### config.mk
export PLATFORM = sky130hd
export DESIGN_NAME = mem_rw_controller
export DESIGN_NICKNAME = d
export VERILOG_FILES = /design/src/rtl/mem_rw_pkg.sv /design/src/rtl/mem_rw_ram.sv /design/src/rtl/mem_rw_controller.sv
export SDC_FILE = /design/constraint.sdc
export NUM_CORES = 1
export LEC_CHECK = 0
export CAP_MARGIN = 20
export CELL_PAD_IN_SITES_DETAIL_PLACEMENT = 1
export CELL_PAD_IN_SITES_GLOBAL_PLACEMENT = 1
export CORE_MARGIN = 5
export CORE_UTILIZATION = 54
export CTS_CLUSTER_DIAMETER = 30
export CTS_CLUSTER_SIZE = 12
export DETAILED_ROUTE_END_ITERATION = 7
export PLACE_DENSITY_LB_ADDON = 0.1
export SETUP_SLACK_MARGIN = 0.15
export SLEW_MARGIN = 10
export SYNTH_ARGS = -nofsm -noshare
export SYNTH_HDL_FRONTEND = slang
export SYNTH_SLANG_ARGS = --single-unit
### constraint.sdc
create_clock -name i_clk -period 24.2 [get_ports i_clk]
set_input_delay 4.84 -clock i_clk [delete_from_list [all_inputs] [get_ports i_clk]]
set_output_delay 4.84 -clock i_clk [all_outputs]
set_load 0.005 [all_outputs]
### src/rtl/mem_rw_pkg.sv
// mem_rw_pkg: shared widths and FSM state encoding for the mem_rw controller
package mem_rw_pkg;
  localparam int DATA_W = 8;
  localparam int ADDR_W = 6;
  localparam int CNT_W = 4;
  localparam int DEPTH = 2 ** ADDR_W;
  typedef enum logic [1:0] {IDLE, ACK, WR_DATA, RD_DATA} state_t;
endpackage

### src/rtl/mem_rw_ram.sv
// mem_rw_ram: DEPTH x DATA_W byte store with async clear, sync write and registered read
module mem_rw_ram
  import mem_rw_pkg::*;
(
  input  logic              clk,
  input  logic              rst,
  input  logic              we,
  input  logic              re,
  input  logic [ADDR_W-1:0] addr,
  input  logic [DATA_W-1:0] wdata,
  output logic [DATA_W-1:0] rdata
);
  logic [DATA_W-1:0] mem [DEPTH];
  always_ff @(posedge clk or posedge rst) begin
    if (rst) begin
      for (int i = 0; i < DEPTH; i++) mem[i] <= '0;
      rdata <= '0;
    end else begin
      if (we) mem[addr] <= wdata;
      if (re) rdata <= mem[addr];
    end
  end
endmodule

### src/rtl/mem_rw_controller.sv
// mem_rw_controller: request/ack burst read/write front end for a 64x8 byte memory.
// Define MEM_RW_BOUND_CHECK_EN to reject bursts running past the top address (adds o_err).
module mem_rw_controller
  import mem_rw_pkg::*;
(
  input  logic              i_clk,
  input  logic              i_reset,
  input  logic              i_wr_req,
  input  logic [DATA_W-1:0] i_wr_data,
  input  logic              i_wr_valid,
  output logic              o_wr_done,
  input  logic              i_rd_req,
  output logic [DATA_W-1:0] o_rd_data,
  output logic              o_rd_valid,
  input  logic              i_rd_done,
  input  logic [ADDR_W-1:0] i_addr,
  output logic              o_ack,
  input  logic [CNT_W-1:0]  i_num_b
`ifdef MEM_RW_BOUND_CHECK_EN
  , output logic            o_err
`endif
);
  state_t state, next;
  logic [ADDR_W-1:0] base, ram_addr;
  logic [CNT_W-1:0] num, cnt;
  logic is_wr, req, start, reject, we, re, last, consume;
  assign req = i_wr_req || i_rd_req;
  assign ram_addr = base + ADDR_W'(cnt);
  assign last = (cnt + CNT_W'(1)) == num;
  assign consume = state == RD_DATA && o_rd_valid && i_rd_done;
  assign o_ack = state == ACK;
`ifdef MEM_RW_BOUND_CHECK_EN
  assign reject = ({1'b0, i_addr} + (ADDR_W+1)'(i_num_b)) > (ADDR_W+1)'(DEPTH);
`else
  assign reject = 1'b0;
`endif
  always_ff @(posedge i_clk or posedge i_reset) begin
    if (i_reset) state <= IDLE;
    else state <= next;
  end
  always_comb begin
    next = state;
    start = 1'b0;
    we = 1'b0;
    re = 1'b0;
    case (state)
      IDLE: begin
        start = req && !reject;
        next = start ? ACK : IDLE;
      end
      ACK: begin
        re = !is_wr;
        next = num == '0 ? IDLE : is_wr ? WR_DATA : RD_DATA;
      end
      WR_DATA: begin
        we = i_wr_valid && !o_wr_done;
        next = we && last ? IDLE : WR_DATA;
      end
      RD_DATA: begin
        re = !o_rd_valid;
        next = consume && last ? IDLE : RD_DATA;
      end
      default: next = IDLE;
    endcase
  end
  always_ff @(posedge i_clk or posedge i_reset) begin
    if (i_reset) begin
      base <= '0;
      num <= '0;
      cnt <= '0;
      is_wr <= 1'b0;
      o_wr_done <= 1'b0;
      o_rd_valid <= 1'b0;
`ifdef MEM_RW_BOUND_CHECK_EN
      o_err <= 1'b0;
`endif
    end else begin
      o_wr_done <= we;
`ifdef MEM_RW_BOUND_CHECK_EN
      o_err <= state == IDLE && req && reject;
`endif
      // the read port refills on the cycle valid is low, so valid toggles around each consume
      o_rd_valid <= state == ACK ? !is_wr && num != '0 :
                    state == RD_DATA ? !(o_rd_valid && i_rd_done) : 1'b0;
      if (start) begin
        base <= i_addr;
        num <= i_num_b;
        is_wr <= i_wr_req;
        cnt <= '0;
      end else if (we || consume) begin
        cnt <= cnt + CNT_W'(1);
      end
    end
  end
  mem_rw_ram u_ram (
    .clk(i_clk),
    .rst(i_reset),
    .we(we),
    .re(re),
    .addr(ram_addr),
    .wdata(i_wr_data),
    .rdata(o_rd_data)
  );
endmodule

==> flow_summary.yaml <==
outcome:
  status: "finished clean"
synthesis:
  synth_warnings: 0
  synth_top_area_share_pct: 53.2
  synth_edf_count: 0
  seq_area_frac_synth_pct: 53.2
  ys_ff_latch: 539
  synthArstFlopShare_pct: 100
  synthCells: 1687
  synth_common_cells: "539 x dfrtp_1, 498 x mux2_2, 128 x mux4_2"
  synth_flop_cell: "dfrtp_1"
  netlist_top_cells_area: "dfrtp_1 53%, mux2_2 22%, mux4_2 11%"
  yosysTopAreaCell: "dfrtp_1"
  yosysMostFrequentCell: "dfrtp_1"
  yosysUniqueCellTypes: 64
  syn_area_um2: 25300
  syn_area_per_cell_um2: 15.0
  synthesis.nets: 1717
sta:
  post-route-period-util_pct: 31.6
  setup_ws_ns: 16.55
  max_freq_mhz: 131
  hold_violations: 0
  tightestPinTransition_ns: 1.28
  maxSlewViolCount: 0
  rsz0062_at_grt: "no"
  slew_headroom_pct: 12.8
  finalSetupViolCount: 0
  fin_skew_ns: 0.0235
  whs_ns: 0.496
  tns_ns: 0
  post-route-min-period_ns: 7.65
worst_setup_path:
  rr_worst_depth: 7
  crit_slowest_cell: "nor3_2"
  critPathMaxFanout: 8
  reg2reg_to: "u_ram.mem[224]"
  critPathKind: "in -> reg"
  cp_cell_sequence: "clkdlybuf4s50_1 -> nor3b_2 -> and2_0 -> nand2_2 -> nor3_2 -> nor2b_1 -> mux2_2"
  critPathArrivalTime_ns: 8.18
  crit_buf_inv: 1
  rrSetupSlack_ns: 19.20
  r2r_start: "cnt[0]"
  critPathTopFamily: "simple AND/OR/NAND/NOR gates"
  endpoint_kind: "flop"
  startpoint_type: "primary input"
  worst_path_largest_cell_delay_ns: 0.74
  required_ns: 24.72
flow_run:
  drv_cap: 0
die:
  dieArea_um2: 51300
  initial_core_util_pct: 54.5
  die_width_um: 227
  pin_count: 35
  die_h_um: 227
  rows: 79
  core_um2: 46500
global_route:
  grt_start_max_net_pins: 180
  grt.total_usage_pct: 29.4
  grt_pass1_vias: 18000
  antenna_found_initial: 2
  grt_pass1_wl_um: 114000
  overflow: 0
cts:
  post_cts.repair.setup_buffers: 0
  clkTransAtPathRegs_ns: 0.04
  cts_sinks: 539
  clk_latency_ns: 0.66
  cts-root-buf: "clkbuf_16"
  tritoncts: "yes"
  htree_levels: 3
  ctsHoldBuffers: 0
  cts_buffers: 121
  cts_resized: 0
  clock_path_buffers: 3
pwr:
  irDropWorstVdd_mv: 0.140
  power_leakage_nw: 14.4
  power.density_nw_per_um2: 168
place:
  dp_hpwl_um: 41300
  portBuffers: 34
  gp_congestion: 0.781
  dp_worst_setup_slack_ns: 15.95
  dp_cells: 2233
min_path:
  hold_start: "u_ram.mem[266]"
  holdCritPathClass: "reg -> reg"
  min_delay_path_depth: 1
  min_to: "u_ram.mem[266]"
cells_and_area:
  antenna_cells: 0
  syn_to_final_growth_pct: 20.2
  drive_gt1_share_pct: 52.0
  fin_nets: 1779
  fin_cells: 2451
detailed_routing:
  drt-met1-wl_um: 30800
  first_pass_iters: 5
  wl_met2_um: 36900
  vias: 15700
  post-route-drc-count: 0
  routed.top_layer: "met5"
  routed_wirelength_um: 73100
  viasPerCell: 6.40
  drt_iter0_markers: 1090
  avgRoutedWirePerCell_um: 29.8
  drtAntennaViolNets: 0
  wl_met3_um: 3200
==> registers in the layout, indices dropped and copies added, names as in the netlist <==
name	flops
u_ram.mem	512
cnt	4
o_wr_done	1
base	6
is_wr	1
state	2
num	4
o_rd_valid	1
u_ram.rdata	8
==> cell families after synthesis <==
logic type	Yosys count	synth area share, %
DFF	539	53.2
muxes	670	35.5
AOI/OAI and AO/OA	102	2.90
adders and majority gates	6	0.326
and+or+nand+nor	223	5.20
buffers and inverters	130	2.11
xor gates and xnor gates	17	0.736
==> per-stage QoR <==
| step | power, mW | area [um2] | util, % |
|---|---|---|---|
| 6_report | 5.13 | 30500 | 65.6 |
| 5_1_grt | 5.33 | 30500 | 65.6 |
| 4_1_cts | 5.14 | 30500 | 65.6 |
| 3_5_place_dp | 3.39 | 26200 | 56.4 |
| 3_3_place_gp | 3.32 | 26200 | 56.4 |
| 2_1_floorplan | 2.76 | 25300 | - |
==> routing by layer <==
metal,vias to the layer above,track usage (%)
met4,2,9.74
met1,8654,39.4
met2,400,48.8
met5,-,0
met3,143,5.77
li1,6487,-
==> cell type report <==
class	count	area (um2)
clock inverter	56	783
tap	607	759
timing repair buffer	63	543
fill	3974	16000
inverter	6	30.0
multi-input combinational	1018	11400
sequential	539	13500
clock buffer	162	3490
==> power breakdown <==
part	switching, mW	total [mW]	internal [mW]	leakage, nW
registers	0.192	1.40	1.21	7.32
clock network	0.513	1.70	1.18	2.08
logic	1.18	2.03	0.850	4.96
total	1.88	5.13	3.25	14.4
==> cells in the final DEF, fill, tap and decap left out, types with 10 or more instances in the layout <==
| cell | n |
|---|---|
| mux2_2 | 498 |
| buf_4 | 27 |
| xnor2_1 | 10 |
| clkdlybuf4s50_1 | 26 |
| a21oi_1 | 10 |
| dfrtp_1 | 539 |
| mux2_1 | 14 |
| mux4_2 | 128 |
| clkinv_2 | 22 |
| clkbuf_16 | 124 |
| o21ai_0 | 20 |
| nand3_1 | 41 |
| and3_1 | 11 |
| clkbuf_8 | 24 |
| nand2_2 | 43 |
| clkbuf_1 | 14 |
| bufinv_16 | 18 |
| clkinvlp_4 | 12 |
| nor2_1 | 19 |
| nand2_1 | 51 |
| mux2i_1 | 22 |
| nor2_2 | 10 |
| a31oi_1 | 17 |
==> worst max path at each step <==
stage               cells after the start        from  slack [ns]             end
floorplan                               1     i_reset        4.29         base[0]
global placement                        7  i_wr_valid       16.13  u_ram.mem[338]
detailed placement                      7  i_wr_valid       15.95  u_ram.mem[340]
CTS                                     7  i_wr_valid       16.60  u_ram.mem[336]
global route                            7  i_wr_valid       16.41  u_ram.mem[336]
finish                                  7  i_wr_valid       16.55  u_ram.mem[336]
Note: power is estimated with default switching activity, not from simulation.
